--- src/rtl/apb_xfer_arbiter.sv ---
// Round-robin arbiter sharing one APB master port between NUM_REQ requesters.
// Sequences SETUP/ACCESS, decodes Pselx from the address and returns tagged responses.
module apb_xfer_arbiter #(
    parameter int NUM_REQ = 2,
    parameter int ADDR_W  = 32,
    parameter int DATA_W  = 32
) (
    input  logic                        clock,
    input  logic                        reset,
    input  logic [NUM_REQ-1:0]          req_valid,
    output logic [NUM_REQ-1:0]          req_ready,
    input  logic [NUM_REQ*ADDR_W-1:0]   req_addr,
    input  logic [NUM_REQ-1:0]          req_write,
    input  logic [NUM_REQ*DATA_W-1:0]   req_wdata,
    output logic [NUM_REQ-1:0]          rsp_valid,
    output logic [DATA_W-1:0]           rsp_rdata,
    output logic                        rsp_err,
    output logic [ADDR_W-1:0]           Paddr,
    output logic                        Pwrite,
    output logic [DATA_W-1:0]           Pwdata,
    output logic [3:0]                  Pselx,
    output logic                        Penable,
    input  logic [DATA_W-1:0]           Prdata
);

    localparam int PTR_W = (NUM_REQ > 1) ? $clog2(NUM_REQ) : 1;

    localparam logic [1:0] S_IDLE   = 2'd0;
    localparam logic [1:0] S_SETUP  = 2'd1;
    localparam logic [1:0] S_ACCESS = 2'd2;
    localparam logic [1:0] S_ERR    = 2'd3;

    logic [1:0]          r_state;
    logic [PTR_W-1:0]    r_ptr;
    logic [NUM_REQ-1:0]  r_id_oh;
    logic [ADDR_W-1:0]   r_paddr;
    logic                r_pwrite;
    logic [DATA_W-1:0]   r_pwdata;
    logic [3:0]          r_psel;
    logic                r_penable;
    logic [NUM_REQ-1:0]  r_rsp_valid;
    logic [DATA_W-1:0]   r_rsp_rdata;
    logic                r_rsp_err;

    logic                w_hi_found;
    logic                w_lo_found;
    logic [PTR_W-1:0]    w_hi_idx;
    logic [PTR_W-1:0]    w_lo_idx;
    logic [NUM_REQ-1:0]  w_hi_oh;
    logic [NUM_REQ-1:0]  w_lo_oh;
    logic [PTR_W-1:0]    w_gnt_idx;
    logic [NUM_REQ-1:0]  w_gnt_oh;
    logic                w_arb_en;
    logic                w_grant;
    logic [ADDR_W-1:0]   w_gnt_addr;
    logic                w_gnt_write;
    logic [DATA_W-1:0]   w_gnt_wdata;

    function automatic logic f_in_range(input logic [ADDR_W-1:0] addr);
        return (addr[31:26] == 6'b100000);
    endfunction

    function automatic logic [3:0] f_decode_sel(input logic [ADDR_W-1:0] addr);
        return 4'b0001 << addr[25:24];
    endfunction

    // Round robin: lowest valid index above the pointer wins, else lowest valid overall.
    always_comb begin
        w_hi_found = 1'b0;
        w_lo_found = 1'b0;
        w_hi_idx   = '0;
        w_lo_idx   = '0;
        w_hi_oh    = '0;
        w_lo_oh    = '0;
        for (int j = 0; j < NUM_REQ; j++) begin
            if (req_valid[j]) begin
                if (!w_hi_found && (j > int'(r_ptr))) begin
                    w_hi_found = 1'b1;
                    w_hi_idx   = PTR_W'(j);
                    w_hi_oh[j] = 1'b1;
                end
                if (!w_lo_found) begin
                    w_lo_found = 1'b1;
                    w_lo_idx   = PTR_W'(j);
                    w_lo_oh[j] = 1'b1;
                end
            end
        end
        w_gnt_idx = w_hi_found ? w_hi_idx : w_lo_idx;
        w_gnt_oh  = w_hi_found ? w_hi_oh  : w_lo_oh;
    end

    always_comb begin
        w_gnt_addr  = '0;
        w_gnt_write = 1'b0;
        w_gnt_wdata = '0;
        for (int j = 0; j < NUM_REQ; j++) begin
            if (w_gnt_oh[j]) begin
                w_gnt_addr  = req_addr[j*ADDR_W +: ADDR_W];
                w_gnt_write = req_write[j];
                w_gnt_wdata = req_wdata[j*DATA_W +: DATA_W];
            end
        end
    end

    assign w_arb_en  = (r_state == S_IDLE) || (r_state == S_ACCESS);
    assign w_grant   = w_arb_en && (w_hi_found || w_lo_found);
    assign req_ready = (w_grant && !reset) ? w_gnt_oh : '0;

    always_ff @(posedge clock or posedge reset) begin
        if (reset) begin
            r_state     <= S_IDLE;
            r_ptr       <= PTR_W'(NUM_REQ - 1);
            r_id_oh     <= '0;
            r_paddr     <= '0;
            r_pwrite    <= 1'b0;
            r_pwdata    <= '0;
            r_psel      <= '0;
            r_penable   <= 1'b0;
            r_rsp_valid <= '0;
            r_rsp_rdata <= '0;
            r_rsp_err   <= 1'b0;
        end else begin
            r_rsp_valid <= '0;
            r_rsp_rdata <= '0;
            r_rsp_err   <= 1'b0;
            case (r_state)
                S_SETUP: begin
                    r_penable <= 1'b1;
                    r_state   <= S_ACCESS;
                end
                S_ERR: begin
                    r_rsp_valid <= r_id_oh;
                    r_rsp_err   <= 1'b1;
                    r_state     <= S_IDLE;
                end
                default: begin
                    // ACCESS retires its transfer on the same edge that may launch the next.
                    if (r_state == S_ACCESS) begin
                        r_rsp_valid <= r_id_oh;
                        r_rsp_rdata <= r_pwrite ? '0 : Prdata;
                    end
                    r_penable <= 1'b0;
                    if (w_grant) begin
                        r_ptr   <= w_gnt_idx;
                        r_id_oh <= w_gnt_oh;
                        if (f_in_range(w_gnt_addr)) begin
                            r_paddr  <= w_gnt_addr;
                            r_pwrite <= w_gnt_write;
                            r_pwdata <= w_gnt_wdata;
                            r_psel   <= f_decode_sel(w_gnt_addr);
                            r_state  <= S_SETUP;
                        end else begin
                            r_psel  <= '0;
                            r_state <= S_ERR;
                        end
                    end else begin
                        r_psel  <= '0;
                        r_state <= S_IDLE;
                    end
                end
            endcase
        end
    end

    assign Paddr     = r_paddr;
    assign Pwrite    = r_pwrite;
    assign Pwdata    = r_pwdata;
    assign Pselx     = r_psel;
    assign Penable   = r_penable;
    assign rsp_valid = r_rsp_valid;
    assign rsp_rdata = r_rsp_rdata;
    assign rsp_err   = r_rsp_err;

endmodule
--- config.mk ---
export PLATFORM = sky130hd
export DESIGN_NAME = apb_xfer_arbiter
export DESIGN_NICKNAME = d
export VERILOG_FILES = /design/src/rtl/apb_xfer_arbiter.sv
export SDC_FILE = /design/constraint.sdc
export NUM_CORES = 1
export LEC_CHECK = 0
export BUFFER_PORTS_ARGS = -buffer_cell sky130_fd_sc_hd__buf_4
export CORE_MARGIN = 8
export CORE_UTILIZATION = 47
export CTS_CLUSTER_DIAMETER = 40
export DETAILED_ROUTE_END_ITERATION = 8
export PLACE_DENSITY_LB_ADDON = 0.2
export SLEW_MARGIN = 15
export SYNTH_ARGS = -nofsm -noshare
export SYNTH_HDL_FRONTEND = slang
export SYNTH_SLANG_ARGS = --single-unit
--- constraint.sdc ---
create_clock -name clock -period 13.45 [get_ports clock]
set_input_delay 3.3625 -clock clock [delete_from_list [all_inputs] [get_ports clock]]
set_output_delay 3.3625 -clock clock [all_outputs]
set_load 0.02 [all_outputs]
==> metrics.md <==
| Metric | Value |
|---|---|
| N_diodes | 0 |
| Hold Crit Class | reg2reg |
| Wire per inst | 19.5 um |
| Max transition margin | 25.9% |
| Overflow left after global routing | 0 |
| Synth Cell Area | 4580 um2 |
| Area of the die | 13200 um2 |
| Distinct cells, synth | 29 |
| Clock sink total | 110 |
| Vias | 3684 |
| Drt pass-1 iters | 4 |
| Final core occ | 71.7% |
| H-tree Lvls | 3 |
| Async set-reset flop share out of synthesis | 100% |
| P&R area growth vs syn | 50.2% |
| Io pins | 273 |
| Slew @ Worst Pin | 1.11 ns |
| RSZ-0062 raised after global routing | false |
| Worst path most repeated cell | buf_4 |
| GP Congestion | 0.867 |
| Top FF cell, synth | dfrtp_1 |
| Max-Cap Viols | 0 |
| # nets final | 757 |
| LEAKAGE | 3.58 nW |
| Simple-gate share of the synthesized area | 7.52% |
| # rows | 36 |
| CTS tree | built |
| Critical path type | in2out |
| Synth Instances | 329 |
| Die Y | 115 um |
| Final ANT Viol Nets | 0 |
| Resized cells post-CTS | 0 |
| Vias in the first global route | 4025 |
| Instance area at placement | 6690 um2 |
| Hold buffers post-CTS | 0 |
| Setup TNS | 0 ns |
| Clk_skew | 0.00883 ns |
| Routed vias/inst | 5.05 |
| Crit-path cells | buf_4, nand2b_1, nand2_1, nor3_1, buf_4 |
| Power Dens Cells | 176 nW/um2 |
| Iteration-0 DRC count of the detailed router | 166 |
| Post-synthesis adder-cell area fraction | 0% |
| Port Buf Inserts | 272 |
| Crit share post-route | 55.9% |
| Clk root buf | clkbuf_8 |
| Core area | 9590 um2 |
| Die X | 115 um |
| Sequential fraction of the synthesis area | 60.2% |
| First-pass GRT wire length | 21500 um |
| Synth Area in Compound Gates | 14.1% |
| Setup Viol. Count Final | 0 |
| Post-Syn Nets | 495 |
| Post-synthesis mux area share | 14.5% |
| Final Max Slew Viols | 0 |
| GRT Resource Usage Total | 21.3% |
| # DRC | 0 |
| Main combinational cell family by area after synthesis | multiplexers |
| Yosys reg bits | 110 |
| Total wire length | 14200 um |
| Status | finished, final reports clean |
| Post-synth EDFFs | 0 |
| Post-CTS Setup Bufs | 0 |
| Design Area, Final | 6880 um2 |
| Fill cells | 694 |
| Syn_area_per_cell | 13.9 um2 |
| CP Launch Type | input port |
| Num CTS Buffers | 9 |
| Latest clock arrival within the worst-skew pair | 0.36 ns |
| Starting Density | 47.7% |
| Final Hold Fails | 0 |
| Detailed Place HPWL | 11100 um |
| Max VDD drop | 0.0000825 V |
| Slowest cell delay on critical path | 0.22 ns |
| Fmax | 133 MHz |
| Worst-path fanout max | 8 |
| Hold slack | 0.474 ns |
| Slowest CP cell | nand2b_1 |
| Clock transition at path regs | 0.09 ns |
| Yosys warnings | 0 |
| Initial antenna violation count | 0 |
| Critical Path Sink Type | output pin |
| Final min period | 7.52 ns |
| Longest Clk Path Bufs | 2 |
| CP required | 10.09 ns |
| Synth Area in XOR/XNOR | 0% |
| Layout cell share with drive strength beyond 1 | 59.6% |
| Crit path DAT | 4.16 ns |
| Pin count of the biggest net entering global routing | 84 |
==> final cells by class <==
cell class | count | area [um2] | share of cell area (%)
clock buffer | 14 | 153 | 2.22
clock inverter | 2 | 35.0 | 0.509
inverter | 5 | 21.3 | 0.309
multi-input combinational | 188 | 1670 | 24.3
sequential | 110 | 2750 | 40.0
tap | 133 | 166 | 2.42
timing repair buffer | 277 | 2080 | 30.2
==> path summary, 6_finish.rpt <==
path / slack (ns) / endpoint / cells after the start / startpoint
setup / recovery: 5.93 / req_ready[0] / 5 / req_valid[1]
hold / removal: 0.47 / Paddr[31] / 1 / Paddr[31]
setup reg to reg: 10.89 / Pwdata[28] / 6 / r_ptr
hold reg to reg: 0.47 / Paddr[31] / 1 / Paddr[31]
max in group asynchronous: 9.13 / rsp_rdata[27] / 3 / reset
min in group asynchronous: 2.98 / Paddr[26] / 2 / reset
==> routing by layer <==
layer | part of all wire (%) | global-route usage [%]
met2 | 50 | 35.4
met3 | 13 | 10.5
met4 | 2.1 | 8.78
met1 | 35 | 22.5
met5 | 0 | 0
==> logic make-up (layout without fill, tap and decap cells) <==
group                  Yosys count  in the layout
DFF                            110            110
muxes                           59             59
buffers and inverters           31            298
and+or+nand+nor                 54             54
AOI/OAI and AO/OA               75             75
==> sequential cells by signal (all words and copies together), names as in the netlist <==
signal	count
Pwdata	32
r_id_oh	2
Paddr	32
r_state	2
rsp_err	1
Penable	1
Pselx	4
rsp_valid	2
Pwrite	1
r_ptr	1
rsp_rdata	32
==> cell usage in the layout (no fill, tap or decap) <==
cell         n
o21ai_0      2
nor3b_2      1
nand2_1      2
a32o_2       1
nand2b_1     1
and2_1      35
mux2_2      58
nor2b_1      5
inv_4        1
bufinv_16    1
nor4_4       1
inv_1        4
buf_4      277
dfrtp_1    109
or2_2        1
dfstp_2      1
a22o_1      60
and2_2       1
a32o_1       4
a31oi_1      1
clkbuf_1     4
a21boi_4     1
a32oi_1      3
and3_1       1
or4_1        2
mux2i_1      1
clkbuf_8    10
clkinv_2     1
a21oi_1      2
nor2_1       2
o22ai_1      1
nor3_1       2
==> cells in the mapped netlist, drive strengths merged (2+ instances only) <==
library cell / n / share of area (%)
a21oi: 2 / 0.22
nand2: 2 / 0.16
dfrtp: 109 / 60
nor2: 2 / 0.16
clkbuf: 18 / 1.5
mux2: 58 / 14
nor3: 2 / 0.22
buf: 8 / 1.9
o21ai: 2 / 0.22
or4: 2 / 0.33
nor2b: 5 / 0.68
and2: 36 / 4.9
a32oi: 3 / 0.57
a32o: 5 / 1.1
a22o: 60 / 11
inv: 5 / 0.41
==> power breakdown <==
group / leakage, nW / internal, W / switching, W
clock: 0.0947 / 0.0000915 / 0.000101
sequential: 1.43 / 0.000436 / 0.0000549
combinational: 2.06 / 0.000254 / 0.000271
==> critical path: cells and delay by family <==
family | cells | cell delay, ns
AND/OR/NAND/NOR | 3 | 0.50
buffers and inverters | 2 | 0.30
==> stage by stage <==
stage	setup slack, ns	total power (W)	instances
4_1_cts	5.95	0.00123	729
2_1_floorplan	3.90	0.000765	329
3_3_place_gp	5.97	0.00102	713
5_1_grt	5.84	0.00127	729
3_5_place_dp	5.95	0.00103	713
6_report	5.93	0.00121	729
No activity file was read; power rests on OpenSTA's default activity.
